File: src/rtl/mrisc_ctrl_pkg.sv
// mrisc_ctrl_pkg: encodings shared by the miniRISC control unit.
// Opcodes, functs, ALU codes, FSM states, fault codes and the decoder.
package mrisc_ctrl_pkg;

    localparam logic [2:0] ST_FETCH  = 3'd0;
    localparam logic [2:0] ST_DECODE = 3'd1;
    localparam logic [2:0] ST_EXEC   = 3'd2;
    localparam logic [2:0] ST_MEM    = 3'd3;
    localparam logic [2:0] ST_WB     = 3'd4;
    localparam logic [2:0] ST_HALT   = 3'd5;

    localparam logic [1:0] FAULT_NONE    = 2'd0;
    localparam logic [1:0] FAULT_ILLEGAL = 2'd1;
    localparam logic [1:0] FAULT_TIMEOUT = 2'd2;

    localparam logic [1:0] PC_SRC_SEQ = 2'd0;
    localparam logic [1:0] PC_SRC_BR  = 2'd1;
    localparam logic [1:0] PC_SRC_RS  = 2'd2;

    localparam logic [5:0] OP_RTYPE = 6'b000000;
    localparam logic [5:0] OP_ADDI  = 6'b000001;
    localparam logic [5:0] OP_COMPI = 6'b000010;
    localparam logic [5:0] OP_LW    = 6'b000100;
    localparam logic [5:0] OP_SW    = 6'b000101;
    localparam logic [5:0] OP_BR    = 6'b001000;
    localparam logic [5:0] OP_BLTZ  = 6'b001001;
    localparam logic [5:0] OP_BZ    = 6'b001010;
    localparam logic [5:0] OP_BNZ   = 6'b001011;
    localparam logic [5:0] OP_BCY   = 6'b001100;
    localparam logic [5:0] OP_BNCY  = 6'b001101;
    localparam logic [5:0] OP_JR    = 6'b001110;
    localparam logic [5:0] OP_HALT  = 6'b111111;

    localparam logic [4:0] FN_ADD  = 5'b00001;
    localparam logic [4:0] FN_COMP = 5'b00010;
    localparam logic [4:0] FN_AND  = 5'b00011;
    localparam logic [4:0] FN_XOR  = 5'b00100;
    localparam logic [4:0] FN_DIFF = 5'b00101;
    localparam logic [4:0] FN_SLL  = 5'b01000;
    localparam logic [4:0] FN_SRL  = 5'b01001;
    localparam logic [4:0] FN_SRA  = 5'b01011;
    localparam logic [4:0] FN_SLLV = 5'b01100;
    localparam logic [4:0] FN_SRLV = 5'b01101;
    localparam logic [4:0] FN_SRAV = 5'b01111;

    // Shifts are 1csa: c=shamt source, s=right, a=arithmetic.
    localparam logic [3:0] ALU_PASSA = 4'b0000;
    localparam logic [3:0] ALU_ADD   = 4'b0001;
    localparam logic [3:0] ALU_AND   = 4'b0010;
    localparam logic [3:0] ALU_XOR   = 4'b0011;
    localparam logic [3:0] ALU_DIFF  = 4'b0100;
    localparam logic [3:0] ALU_COMP  = 4'b0101;
    localparam logic [3:0] ALU_SLLV  = 4'b1000;
    localparam logic [3:0] ALU_SRLV  = 4'b1010;
    localparam logic [3:0] ALU_SRAV  = 4'b1011;
    localparam logic [3:0] ALU_SLL   = 4'b1100;
    localparam logic [3:0] ALU_SRL   = 4'b1110;
    localparam logic [3:0] ALU_SRA   = 4'b1111;

    typedef enum logic [2:0] {
        CLS_ALU,
        CLS_LOAD,
        CLS_STORE,
        CLS_BRANCH,
        CLS_JR,
        CLS_HALT,
        CLS_ILLEGAL
    } op_class_e;

    typedef struct packed {
        op_class_e  cls;
        logic [3:0] alu_code;
        logic       srcb_imm;
        logic       sets_carry;
    } dec_t;

    function automatic dec_t decode(input logic [5:0] op,
                                    input logic [4:0] funct);
        dec_t d;
        d.cls        = CLS_ILLEGAL;
        d.alu_code   = ALU_PASSA;
        d.srcb_imm   = 1'b0;
        d.sets_carry = 1'b0;
        case (op)
            OP_RTYPE: begin
                d.cls = CLS_ALU;
                case (funct)
                    FN_ADD: begin
                        d.alu_code   = ALU_ADD;
                        d.sets_carry = 1'b1;
                    end
                    FN_COMP: begin
                        d.alu_code   = ALU_COMP;
                        d.sets_carry = 1'b1;
                    end
                    FN_AND:  d.alu_code = ALU_AND;
                    FN_XOR:  d.alu_code = ALU_XOR;
                    FN_DIFF: d.alu_code = ALU_DIFF;
                    FN_SLL:  d.alu_code = ALU_SLL;
                    FN_SRL:  d.alu_code = ALU_SRL;
                    FN_SRA:  d.alu_code = ALU_SRA;
                    FN_SLLV: d.alu_code = ALU_SLLV;
                    FN_SRLV: d.alu_code = ALU_SRLV;
                    FN_SRAV: d.alu_code = ALU_SRAV;
                    default: d.cls = CLS_ILLEGAL;
                endcase
            end
            OP_ADDI: begin
                d.cls        = CLS_ALU;
                d.alu_code   = ALU_ADD;
                d.srcb_imm   = 1'b1;
                d.sets_carry = 1'b1;
            end
            OP_COMPI: begin
                d.cls        = CLS_ALU;
                d.alu_code   = ALU_COMP;
                d.srcb_imm   = 1'b1;
                d.sets_carry = 1'b1;
            end
            OP_LW: begin
                d.cls      = CLS_LOAD;
                d.alu_code = ALU_ADD;
                d.srcb_imm = 1'b1;
            end
            OP_SW: begin
                d.cls      = CLS_STORE;
                d.alu_code = ALU_ADD;
                d.srcb_imm = 1'b1;
            end
            OP_BR, OP_BLTZ, OP_BZ,
            OP_BNZ, OP_BCY, OP_BNCY: d.cls = CLS_BRANCH;
            OP_JR:   d.cls = CLS_JR;
            OP_HALT: d.cls = CLS_HALT;
            default: d.cls = CLS_ILLEGAL;
        endcase
        return d;
    endfunction

endpackage

File: src/rtl/mrisc_branch_eval.sv
// mrisc_branch_eval: branch/jump resolution from opcode and ALU flags.
// Purely combinational; carry_i is the carry saved by the last add/comp.
module mrisc_branch_eval
    import mrisc_ctrl_pkg::*;
(
    input  logic [5:0] op_i,
    input  logic       fzero_i,
    input  logic       fsign_i,
    input  logic       carry_i,
    output logic       taken_o
);

    // Branch condition select per opcode.
    always_comb begin
        taken_o = 1'b0;
        case (op_i)
            OP_BR:   taken_o = 1'b1;
            OP_BLTZ: taken_o = fsign_i;
            OP_BZ:   taken_o = fzero_i;
            OP_BNZ:  taken_o = !fzero_i;
            OP_BCY:  taken_o = carry_i;
            OP_BNCY: taken_o = !carry_i;
            OP_JR:   taken_o = 1'b1;
            default: taken_o = 1'b0;
        endcase
    end

endmodule

File: src/rtl/mrisc_control_fsm.sv
// mrisc_control_fsm: multi-cycle control unit for KGP miniRISC.
// Optional MRISC_CTRL_PERF_EN adds cyc_cnt/ret_cnt perf counters.
module mrisc_control_fsm
    import mrisc_ctrl_pkg::*;
#(
    parameter int MEM_TIMEOUT = 255,
    parameter int PERF_W      = 32
) (
    input  logic        clk,
    input  logic        rst,
    input  logic [31:0] instr,
    input  logic        imem_ack,
    input  logic        dmem_ack,
    input  logic        fzero,
    input  logic        fsign,
    input  logic        fcarry,
    input  logic        fequal,
    output logic        imem_req,
    output logic        dmem_req,
    output logic        dmem_we,
    output logic        ir_write,
    output logic        pc_write,
    output logic [1:0]  pc_src,
    output logic [3:0]  alu_code,
    output logic [4:0]  alu_shamt,
    output logic        alu_srcb_imm,
    output logic        reg_write,
    output logic        wb_sel,
    output logic        halted,
    output logic [1:0]  fault
`ifdef MRISC_CTRL_PERF_EN
    ,
    output logic [PERF_W-1:0] cyc_cnt,
    output logic [PERF_W-1:0] ret_cnt
`endif
);

    localparam int TO_W = (MEM_TIMEOUT > 2) ? $clog2(MEM_TIMEOUT) : 1;
    localparam logic [TO_W-1:0] TO_LAST =
        TO_W'((MEM_TIMEOUT > 0) ? MEM_TIMEOUT - 1 : 0);

    logic [2:0]      state_q, state_d;
    logic [5:0]      op_q, op_d;
    logic [4:0]      shamt_q, shamt_d;
    logic [4:0]      funct_q, funct_d;
    logic            carry_q, carry_d;
    logic [1:0]      fault_q, fault_d;
    logic [TO_W-1:0] to_cnt_q, to_cnt_d;

    dec_t dec;
    logic taken;
    logic req_wait;
    logic to_hit;

    // Operand fields and the flag equality bit are consumed by the datapath.
    logic unused_ok;
    assign unused_ok = ^{fequal, instr[25:16], instr[10:5], PERF_W[0]};

    assign dec = decode(op_q, funct_q);

    mrisc_branch_eval u_branch_eval (
        .op_i    (op_q),
        .fzero_i (fzero),
        .fsign_i (fsign),
        .carry_i (carry_q),
        .taken_o (taken)
    );

    assign req_wait = (state_q == ST_FETCH && !imem_ack) ||
                      (state_q == ST_MEM && !dmem_ack);
    assign to_hit   = (MEM_TIMEOUT != 0) && req_wait &&
                      (to_cnt_q == TO_LAST);

    // Next-state, IR capture, carry and fault/timeout bookkeeping.
    always_comb begin
        state_d  = state_q;
        op_d     = op_q;
        shamt_d  = shamt_q;
        funct_d  = funct_q;
        carry_d  = carry_q;
        fault_d  = fault_q;
        to_cnt_d = '0;
        case (state_q)
            ST_FETCH: begin
                if (imem_ack) begin
                    op_d    = instr[31:26];
                    shamt_d = instr[15:11];
                    funct_d = instr[4:0];
                    state_d = ST_DECODE;
                end
            end
            ST_DECODE: begin
                if (dec.cls == CLS_ILLEGAL) begin
                    state_d = ST_HALT;
                    fault_d = FAULT_ILLEGAL;
                end else begin
                    state_d = ST_EXEC;
                end
            end
            ST_EXEC: begin
                if (dec.sets_carry) carry_d = fcarry;
                case (dec.cls)
                    CLS_ALU:   state_d = ST_WB;
                    CLS_LOAD:  state_d = ST_MEM;
                    CLS_STORE: state_d = ST_MEM;
                    CLS_HALT:  state_d = ST_HALT;
                    default:   state_d = ST_FETCH;
                endcase
            end
            ST_MEM: begin
                if (dmem_ack) begin
                    state_d = (dec.cls == CLS_LOAD) ? ST_WB : ST_FETCH;
                end
            end
            ST_WB:   state_d = ST_FETCH;
            ST_HALT: state_d = ST_HALT;
            default: state_d = ST_FETCH;
        endcase
        if (req_wait) to_cnt_d = to_cnt_q + 1'b1;
        if (to_hit) begin
            state_d  = ST_HALT;
            fault_d  = FAULT_TIMEOUT;
            to_cnt_d = '0;
        end
    end

    // Control state registers with synchronous reset.
    always_ff @(posedge clk) begin
        if (rst) begin
            state_q  <= ST_FETCH;
            op_q     <= '0;
            shamt_q  <= '0;
            funct_q  <= '0;
            carry_q  <= 1'b0;
            fault_q  <= FAULT_NONE;
            to_cnt_q <= '0;
        end else begin
            state_q  <= state_d;
            op_q     <= op_d;
            shamt_q  <= shamt_d;
            funct_q  <= funct_d;
            carry_q  <= carry_d;
            fault_q  <= fault_d;
            to_cnt_q <= to_cnt_d;
        end
    end

    // Datapath controls from state and IR. The only input-qualified
    // strobes are the fetch-accept enables, which must coincide with the
    // cycle in which instr is valid, and taken branches, which resolve
    // on the same-cycle ALU flags.
    always_comb begin
        imem_req     = 1'b0;
        dmem_req     = 1'b0;
        dmem_we      = 1'b0;
        ir_write     = 1'b0;
        pc_write     = 1'b0;
        pc_src       = PC_SRC_SEQ;
        alu_code     = ALU_PASSA;
        alu_shamt    = '0;
        alu_srcb_imm = 1'b0;
        reg_write    = 1'b0;
        wb_sel       = 1'b0;
        if (!rst) begin
            case (state_q)
                ST_FETCH: begin
                    imem_req = 1'b1;
                    ir_write = imem_ack;
                    pc_write = imem_ack;
                end
                ST_EXEC: begin
                    alu_code     = dec.alu_code;
                    alu_shamt    = shamt_q;
                    alu_srcb_imm = dec.srcb_imm;
                    if ((dec.cls == CLS_BRANCH || dec.cls == CLS_JR)
                        && taken) begin
                        pc_write = 1'b1;
                        pc_src   = (dec.cls == CLS_JR) ? PC_SRC_RS
                                                       : PC_SRC_BR;
                    end
                end
                ST_MEM: begin
                    dmem_req = 1'b1;
                    dmem_we  = (dec.cls == CLS_STORE);
                end
                ST_WB: begin
                    reg_write = 1'b1;
                    wb_sel    = (dec.cls == CLS_LOAD);
                end
                default: ;
            endcase
        end
    end

    assign halted = (state_q == ST_HALT);
    assign fault  = fault_q;

`ifdef MRISC_CTRL_PERF_EN
    logic [PERF_W-1:0] cyc_cnt_q;
    logic [PERF_W-1:0] ret_cnt_q;

    // Free-running cycle and retirement counters, wrapping naturally.
    always_ff @(posedge clk) begin
        if (rst) begin
            cyc_cnt_q <= '0;
            ret_cnt_q <= '0;
        end else begin
            if (state_q != ST_HALT) cyc_cnt_q <= cyc_cnt_q + 1'b1;
            if (state_d == ST_FETCH && state_q != ST_FETCH) begin
                ret_cnt_q <= ret_cnt_q + 1'b1;
            end
        end
    end

    assign cyc_cnt = cyc_cnt_q;
    assign ret_cnt = ret_cnt_q;
`endif

endmodule

File: config.mk
export PLATFORM = sky130hd
export DESIGN_NAME = mrisc_control_fsm
export DESIGN_NICKNAME = d
export VERILOG_FILES = /design/src/rtl/mrisc_ctrl_pkg.sv /design/src/rtl/mrisc_branch_eval.sv /design/src/rtl/mrisc_control_fsm.sv
export SDC_FILE = /design/constraint.sdc
export NUM_CORES = 1
export LEC_CHECK = 0
export BUFFER_PORTS_ARGS = -buffer_cell sky130_fd_sc_hd__buf_2
export CAP_MARGIN = 20
export CORE_ASPECT_RATIO = 2
export CORE_MARGIN = 1.5
export CORE_UTILIZATION = 45
export CTS_CLUSTER_SIZE = 28
export DETAILED_ROUTE_END_ITERATION = 12
export PLACE_DENSITY = 0.76
export SYNTH_ARGS = -nofsm -noshare
export SYNTH_HDL_FRONTEND = slang
export SYNTH_SLANG_ARGS = --single-unit
File: constraint.sdc
create_clock -name clk -period 1.7 [get_ports clk]
set_input_delay 0.17 -clock clk [delete_from_list [all_inputs] [get_ports clk]]
set_output_delay 0.17 -clock clk [all_outputs]
set_load 0.05 [all_outputs]
Word level (Yosys, flattened, before mapping)
Cells that the tools add are included.
{"block": "classes", "n_reduce_logical": 31, "bitwise": 1, "addsub": 1, "n_mux": 43, "eq_ne": 39}
{"op": "$pmux 4 s11", "n": 1}
{"op": "$eq 6x4->1 const B", "n": 7}
{"op": "$eq 5x4->1 const B", "n": 6}
{"op": "$pmux 3 s7", "n": 1}
{"op": "$mux 1", "n": 18}
{"op": "$mux 3", "n": 6}
{"op": "$eq 3x3->1 const B", "n": 5}
{"op": "$pmux 3 s5", "n": 1}
{"op": "$mux 2", "n": 7}
{"op": "$eq 3x2->1 const B", "n": 4}
{"op": "$eq 6x3->1 const B", "n": 2}
{"op": "$pmux 4 s3", "n": 1}
{"op": "$reduce_and 2->1", "n": 6}
{"op": "$reduce_or 11->1", "n": 1}
{"op": "$eq 5x2->1 const B", "n": 2}
{"op": "$eq 5x3->1 const B", "n": 2}
{"op": "$mux 5", "n": 2}
{"op": "$reduce_or 2->1", "n": 5}
{"op": "$pmux 3 s3", "n": 1}
{"op": "$add 8x1->8 const B", "n": 1}
{"op": "$eq 8x8->1 const B", "n": 1}
{"op": "$mux 4", "n": 2}
{"op": "$eq 3x1->1 const B", "n": 2}
{"op": "$eq 6x1->1 const B", "n": 1}
{"op": "other kinds (17)", "n": 30}
{"block": "totals", "ff_bits": 30, "elab_cells": 124, "output_inout_bits": 22, "input_bits": 40}

Longest topological paths before layout
Gate-level depths: netlist (run 1).
{"block": "depth", "ltp_word": 10, "ltp_mapped": 8, "mapped_depth_nobuf": 7}

Hierarchy
A second synthesis (run 1) with hierarchy kept.
{"block": "unflattened", "hier_cells": 258, "hier_area_um2": 1880.6}
{"module": "mrisc_control_fsm", "n_inst": 1, "area_per_inst_um2": 1821.7, "cells_each": 248, "seq_area_each_um2": 600.6}
{"module": "mrisc_branch_eval", "n_inst": 1, "area_per_inst_um2": 58.8, "cells_each": 10, "seq_area_each_um2": 0.0}

Worst setup path after synthesis (run 1)
Ideal clock, no wire load.
{"block": "synth_path", "path_type": "register -> output", "from": "register op_q[2]", "to": "output pc_write", "setup_slack_ps": -2038, "stages_incl_launch_ff": 6, "required_ps": 1530, "n_path_buf": 0, "arrival_time_ps": 3568, "path_cell_list": "dfxtp_1 -> nor2b_1 -> a221oi_2 -> a31oi_1 -> or3b_1 -> a2111oi_0"}
{"block": "synth_between", "elab_chain_cells": 9, "elab_cells_between_ends": 25, "classes_between": "eq/ne: 14; mux: 5; reduce/logical: 6"}
{"item": "start: declaration", "line": "mrisc_control_fsm.sv:43", "source": "logic [5:0] op_q, op_d;"}
{"item": "start signal: assignment", "line": "mrisc_control_fsm.sv:139", "source": "op_q <= op_d;"}
{"item": "$eq 6x4->1, or another cell as far along", "line": "mrisc_ctrl_pkg.sv:84, mrisc_branch_eval.sv:16"}
{"item": "$reduce_or 6->1 or $reduce_or 2->1 (tied branches)"}
{"item": "$pmux 3 s7", "line": "mrisc_ctrl_pkg.sv:84", "source": "case (op)"}
{"item": "$eq 3x2->1 or $eq 3x3->1 (tied branches)", "line": "mrisc_control_fsm.sv:175", "source": "if ((dec.cls == CLS_BRANCH || dec.cls == CLS_JR)"}
{"item": "$logic_or 1x1->1", "line": "mrisc_control_fsm.sv:175"}
{"item": "$logic_and 1x1->1 *", "line": "mrisc_control_fsm.sv:176", "source": "&& taken) begin"}
{"item": "$mux 1 *", "line": "mrisc_control_fsm.sv:175"}
{"item": "$pmux 1 s2 *", "line": "mrisc_control_fsm.sv:165", "source": "case (state_q)"}
{"item": "$mux 1 *", "line": "mrisc_control_fsm.sv:164", "source": "if (!rst) begin"}
{"item": "end: declaration", "line": "mrisc_control_fsm.sv:22", "source": "output logic pc_write,"}
Every way passes the cells marked *; elsewhere a longest branch is shown, timed or not.

Worst setup path after layout (run 1)
{"block": "layout_path", "from": "register op_q[2]", "to": "output pc_src[1]"}
{"block": "layout_between", "elab_chain_cells": 9, "elab_cells_between_ends": 26, "classes_between": "eq/ne: 14; mux: 6; reduce/logical: 6"}
{"item": "$eq 6x4->1, or another cell as far along", "line": "mrisc_ctrl_pkg.sv:84, mrisc_branch_eval.sv:16"}
{"item": "$reduce_or 6->1 or $reduce_or 2->1 (tied branches)"}
{"item": "$pmux 3 s7", "line": "mrisc_ctrl_pkg.sv:84"}
{"item": "$eq 3x2->1 or $eq 3x3->1 (tied branches)", "line": "mrisc_control_fsm.sv:175, mrisc_control_fsm.sv:178"}
{"item": "$logic_or 1x1->1", "line": "mrisc_control_fsm.sv:175"}
{"item": "$logic_and 1x1->1", "line": "mrisc_control_fsm.sv:176"}
{"item": "$mux 2 *", "line": "mrisc_control_fsm.sv:175"}
{"item": "$mux 2 *", "line": "mrisc_control_fsm.sv:165"}
{"item": "$mux 2 *", "line": "mrisc_control_fsm.sv:164"}
{"item": "end: declaration", "line": "mrisc_control_fsm.sv:23", "source": "output logic [1:0] pc_src,"}
Marks and branches as above.

==> summary.txt, run 1 <==
STA
  • Setup ws final: -0.819 ns
  • Slew margin rel.: 74.0%
  • Achievable frequency: 397 MHz
  • Tmin final: 2.52 ns
  • Final Max Slew Viols: 0
  • Fin crit share: 148%
  • RSZ-0062 raised after global routing: yes
  • Least-Margin Pin Slew: 0.387 ns
  • Setup violations, final: 20
  • Layout Skew: 0.00773 ns
  • Final Hold Fails: 0

Worst setup path
  • Worst r2r dst: state_q[0]
  • Worst Path Required: 1.53 ns
  • Crit path max-delay family: simple AND/OR/NAND/NOR gates
  • CP Buf/Inv Count: 1
  • Critical Path Source Type: flip-flop
  • Crit path depth: 7
  • Reg2reg start: op_q[0]
  • Arrival time worst endpoint: 2.35 ns
  • Reg2reg setup slack: -0.33 ns
  • Maximum fanout along the worst path: 7
  • CP max stage cell: or4_4
  • Critical path cell sequence: nor2b_4, a221oi_2, a31oi_2, or3b_4, or4_4, nor4_4, buf_6
  • Reg2reg path depth: 7
  • Worst Setup End Kind: primary output
  • Critical path class: flip-flop to primary output
  • Crit-path max cell delay: 0.46 ns

Detailed routing
  • Initial DRT Pass Iterations: 4
  • Avg WL per Cell: 19.4 µm
  • Detailed Route WL: 7.64 mm
  • Via/cell ratio: 5.92
  • Initial drt markers: 112
  • Antenna-violating nets left: 0
  • Vias: 2328
  • DRC: 0

Yosys
  • Sequential element share of the synthesized area: 33.2%
  • Synth area leaders: dfxtp_1, nand2_1, a21oi_1, nor2_1, nand2b_1
  • Syn_area_per_cell: 7.17 µm²
  • Distinct cells, synth: 44
  • Asr flop ratio synth: 0%
  • Syn Nets: 294
  • Top-area cell type share of the netlist area: 33.2%
  • Post-Synthesis Cell Area: 1810 µm²
  • EDFF count, synth: 0
  • Synth cell count leaders: nand2_1, dfxtp_1, a21oi_1, nor2_1, clkbuf_1
  • Register bit total from synthesis: 30
  • Largest area contributor in the netlist: dfxtp_1
  • Most numerous cell in the Yosys netlist: nand2_1
  • Synth warn: 0
  • Commonest register cell after synthesis: dfxtp_1
  • Post-Syn Instances: 252

CTS
  • CTS sink cnt: 30
  • TritonCTS buffer count: 5
  • Root buf cell: clkbuf_8
  • Clock Path Buffers: 2
  • Clock Latency Late Sink: 0.30 ns
  • CTS tree: built
  • Clock transition at the registers of the reported paths: 0.07 ns
  • CTS H-tree lvls: 2
  • # hold bufs at CTS: 0

Job
  • # Max-Cap Violations: 0

Die
  • Core area: 3840 µm²
  • FP Rows: 32
  • Die Area: 4430 µm²
  • I/O pin cnt: 62
  • Starting Density: 47.0%
  • Floorplan die height: 92.6 µm
  • Die width: 47.8 µm

Global route
  • Total GRT Usage: 35.2%
  • Antenna violations before repair: 0
  • Vias in the first global route: 2340
  • Pin count of the biggest net entering global routing: 26
  • First-pass GRT wire length: 11.0 mm
  • Overflow after GRT: 0

Finish
  • Layout cells sized above 1: 48.8%
  • # diodes: 0
  • Final core utilization: 81.2%
  • Fillers: 228
  • P&R area growth vs syn: 72.5%
  • Nets: 384

Status
  • Failing checks: negative setup slack
  • Status: finished with violations

Worst hold path
  • Hold Startpoint: instr[3]
  • Hold path depth: 3
  • Hold crit path type: input pin to flip-flop
  • Hold Path End: funct_q[3]

Power
  • PD cells: 1440 nW/µm²
  • Total power: 4490 µW
  • Leakage Power: 0.00125 µW
  • Maximum VDD drop: 1.36 mV

Place
  • Port Buf Inserts: 44
  • Final Wtd Congestion: 0.834
  • Post-DP HPWL: 3.92 mm
-- where the power goes --
group / switching (µW) / total (µW) / internal (µW)
Sequential: 172 / 1040 / 863
Clock: 282 / 751 / 468
Combinational: 1500 / 2710 / 1210
Total: 1960 / 4490 / 2540
-- registers in the layout (all words and copies together) (netlist names) --
register / flops
fault: 2
to_cnt_q: 8
state_q: 3
op_q: 6
funct_q: 5
carry_q: 1
shamt_q: 5
-- logic make-up (layout without fill, tap and decap cells) --
logic type | count (synthesis) | in the layout | share of synthesized area, %
DFF | 30 | 30 | 33.2
buffers and inverters | 24 | 114 | 5.19
muxes | 4 | 4 | 2.28
xor gates and xnor gates | 9 | 9 | 4.36
and+or+nand+nor | 130 | 130 | 35.6
AOI/OAI and AO/OA | 53 | 53 | 17.9
adders and majority gates | 2 | 2 | 1.38
-- cell usage in the layout, fill, tap and decap left out, drive strengths merged, types with 4 or more instances in the layout --
| master | n |
|---|---|
| nor4 | 7 |
| nor2b | 6 |
| dfxtp | 30 |
| nor3 | 10 |
| xor2 | 4 |
| nand3 | 6 |
| o21ai | 9 |
| clkbuf | 7 |
| inv | 5 |
| and2 | 8 |
| nor2 | 24 |
| a21oi | 26 |
| or3 | 4 |
| buf | 101 |
| xnor2 | 5 |
| nand2 | 43 |
| nand2b | 10 |
-- worst reg2reg max path: cells and delay by family (launching register included) --
| family | cells | cell delay [ns] |
|---|---|---|
| AND/OR/NAND/NOR | 2 | 0.59 |
| flip-flops | 1 | 0.37 |
| AO/OA/AOI/OAI | 3 | 0.67 |
| buffers and inverters | 2 | 0.31 |
-- what timing repair did --
| item | 4_1_cts | 5_1_grt |
|---|---|---|
| gates resized for setup | 73 | 32 |
| setup endpoints to repair | 32 | 31 |
| gates cloned | 1 | 0 |
| pin swaps | 11 | 6 |
| buffers inserted | 11 | 3 |
| endpoints found under the hold margin | 0 | 0 |
-- per-layer routing --
layer	part of all wire [%]	global-route usage (%)	wire [µm]
met5	0	0	0
met2	55	56.9	4200
met4	8.3	26.1	632
met1	31	31.8	2350
met3	6.0	14.8	459
-- worst max-delay path by stage --
stage	from	end	slack, ns
2_1_floorplan	op_q[2]	pc_src[1]	-0.55
3_3_place_gp	op_q[2]	pc_src[1]	-0.50
3_5_place_dp	op_q[2]	pc_src[1]	-0.56
4_1_cts	op_q[2]	pc_src[1]	-0.79
5_1_grt	op_q[2]	pc_src[1]	-0.94
6_report	op_q[2]	pc_src[1]	-0.82
-- layout make-up --
type | count | area (µm²) | area share [%]
Clock inverter | 1 | 30.0 | 0.963
Timing Repair Buffer | 102 | 833 | 26.7
Tap cell | 51 | 63.8 | 2.05
Multi-Input combinational cell | 198 | 1460 | 46.7
Inverter | 5 | 18.8 | 0.602
Sequential cell | 30 | 633 | 20.3
Clock buffer | 6 | 82.6 | 2.65
-- stage by stage --
stage	cell area, µm²	std cells	setup slack [ns]	setup TNS [ns]	hold WS [ns]
after floorplan	2020	252	-0.554	-1.82	0.298
after global placement	2530	371	-0.497	-2.59	0.410
after detailed placement	2530	371	-0.561	-3.19	0.420
after CTS	2980	390	-0.788	-3.91	0.112
after global routing	3120	393	-0.945	-7.13	0.100
final	3120	393	-0.819	-5.70	0.105
Note: power is estimated with default switching activity, not from simulation.
==> run 2: changes to the inputs <==
- BUFFER_PORTS_ARGS: -buffer_cell sky130_fd_sc_hd__buf_2 -> default
- DONT_BUFFER_PORTS: default -> 1
- PLACE_DENSITY: 0.76 -> 0.6
- clock period: 1.7 -> 2.7 ns (I/O delays scaled with it)
==> summary.txt, run 2 (synthesis gave the netlist of run 1 again) <==
Die
  • Starting Density: 47.0% (unchanged)
  • Core area: 3840 µm² (unchanged)
  • Die Area: 4430 µm² (unchanged)
  • FP Rows: 32 (unchanged)
  • Die width: 47.8 µm (unchanged)
  • I/O pin cnt: 62 (unchanged)
  • Floorplan die height: 92.6 µm (unchanged)

Worst setup path
  • Worst Setup End Kind: primary output
  • Maximum fanout along the worst path: 7 (unchanged)
  • Arrival time worst endpoint: 2.35 ns (about the same)
  • Crit-path max cell delay: 0.45 ns (about the same)
  • Critical path cell sequence: nor2b_1, a221oi_2, a31oi_1, or3b_1, or4_4, nor4_4, buf_12
  • Critical path class: flip-flop to primary output
  • Worst Path Required: 2.43 ns (+0.90 ns)
  • CP max stage cell: or4_4
  • Reg2reg path depth: 6 (-1)
  • Crit path depth: 7 (unchanged)
  • Critical Path Source Type: flip-flop
  • Crit path max-delay family: simple AND/OR/NAND/NOR gates
  • CP Buf/Inv Count: 1 (unchanged)

Finish
  • Final core utilization: 55.3% (-26 points)
  • # diodes: 0 (unchanged)
  • P&R area growth vs syn: 17.6%
  • Most flop-heavy register: to_cnt_q
  • Most frequent cells in the layout: nand2_1, dfxtp_1, a21oi_1
  • Nets: 307 (-20%)
  • Top Registers: to_cnt_q: 8 flops, op_q: 6 flops
  • Most common cell after layout, fill and taps aside: nand2_1
  • Layout cells sized above 1: 16.6% (-32 points)
  • Max reg flops: 8 (unchanged)
  • Final non-filler cell total: 316 (-20%)

Job
  • # Max-Cap Violations: 0 (unchanged)

Power
  • PD cells: 870 nW/µm² (-40%)
  • Sw frac: 44.3% (+0.79 points)
  • Clk network pwr share: 18.0% (+1.3 points)
  • Cell internal pwr: 1030 µW (-59%)
  • Switch Pwr: 820 µW (-58%)
  • Sequential fraction of design power: 37.3% (+14 points)
  • Leakage Power: 0.000756 µW (-40%)
  • Maximum VDD drop: 0.544 mV (-60%)
  • Comb power frac: 44.7% (-16 points)
  • Total power: 1850 µW (-59%)

STA
  • Setup violations, final: 0 (-100%)
  • Slew margin rel.: 58.5% (-15 points)
  • Tmin final: 2.62 ns
  • Final Max Slew Viols: 0 (unchanged)
  • Fin crit share: 97.1%
  • Final Hold Fails: 0 (unchanged)
  • Least-Margin Pin Slew: 0.622 ns (+0.235 ns)
  • Layout Skew: 0.00828 ns (+0.000553 ns)
  • Total negative setup slack: 0 ns (+5.70 ns)
  • Achievable frequency: 382 MHz
  • Fin Hold WS: 0.0430 ns (-0.0622 ns)

Global route
  • Vias in the first global route: 1661 (-29%)
  • Antenna violations before repair: 0 (unchanged)
  • Overflow after GRT: 0 (unchanged)
  • First-pass GRT wire length: 7.45 mm (-33%)
  • Total GRT Usage: 23.5% (-12 points)
  • Pin count of the biggest net entering global routing: 28 (+7.7%)

Place
  • Final Wtd Congestion: 0.892 (+7.0%)
  • Port Buf Inserts: 0 (-100%)
  • Post-DP HPWL: 3.52 mm (-10%)
  • Dpl cells: 308 (-17%)

CTS
  • TritonCTS buffer count: 5 (unchanged)
  • CTS H-tree lvls: 2 (unchanged)
  • CTS tree: built
  • Root buf cell: clkbuf_8
  • Clock transition at the registers of the reported paths: 0.06 ns (about the same)
  • Clock Latency Late Sink: 0.28 ns (-0.02 ns)
  • CTS sink cnt: 30 (unchanged)
  • Clock Path Buffers: 2 (unchanged)

Status
  • Status: finished clean

Detailed routing
  • Initial DRT Pass Iterations: 4 (unchanged)
  • Via/cell ratio: 5.44 (-8.2%)
  • Initial drt markers: 29 (-74%)
  • Antenna-violating nets left: 0 (unchanged)
  • DRC: 0 (unchanged)
  • Vias: 1718 (-26%)
  • Detailed Route WL: 4.70 mm (-39%)
  • Avg WL per Cell: 14.9 µm (-24%)

Worst hold path
  • Hold crit path type: input pin to flip-flop
  • Hold path depth: 1 (-2)
run 2: final cells by class:
type | instances | area (µm²)
inverter | 5 | 18.8
timing repair buffer | 25 | 204
clock buffer | 7 | 76.3
multi-input combinational | 198 | 1160
fill | 414 | 1720
tap | 51 | 63.8
sequential | 30 | 603
run 2: final timing paths:
kind / to / start / slack [ns]
worst max-delay path: pc_src[1] / op_q[2] / 0.08
worst min register to register: shamt_q[4] / shamt_q[4] / 0.44
worst min-delay path: op_q[1] / rst / 0.04
worst max register to register: state_q[2] / funct_q[1] / 0.58
run 2: layer usage:
| layer | share of wire, % | track usage [%] | vias to the layer above |
|---|---|---|---|
| met5 | 0 | 0 | - |
| met4 | 3.8 | 13.1 | 0 |
| met3 | 3.0 | 4.29 | 12 |
| met2 | 57 | 42.3 | 28 |
| met1 | 36 | 22.4 | 788 |
| li1 | - | - | 890 |
run 2: repair_timing:
action | 4_1_cts | 5_1_grt
setup endpoints to repair | 2 | 2
hold buffers | 0 | 0
pin swaps | 1 | 0
resized for setup | 2 | 2
setup buffers | 0 | 1
run 2: power by group through the flow:
| stage | Clock (µW) | Combinational (µW) | Sequential [µW] |
|---|---|---|---|
| CTS | 344 | 829 | 687 |
| floorplan | 0 | 708 | 598 |
| detailed placement | 0 | 824 | 696 |
| finish | 332 | 827 | 691 |
| global placement | 0 | 816 | 691 |
| global route | 366 | 919 | 705 |
run 2: through the flow:
step / setup slack [ns] / instance area, µm²
final: 0.0791 / 2130
after CTS: 0.00672 / 2110
after detailed placement: 0.239 / 2030
after global placement: 0.225 / 2030
after floorplan: -0.280 / 1850
after global routing: -0.00142 / 2130
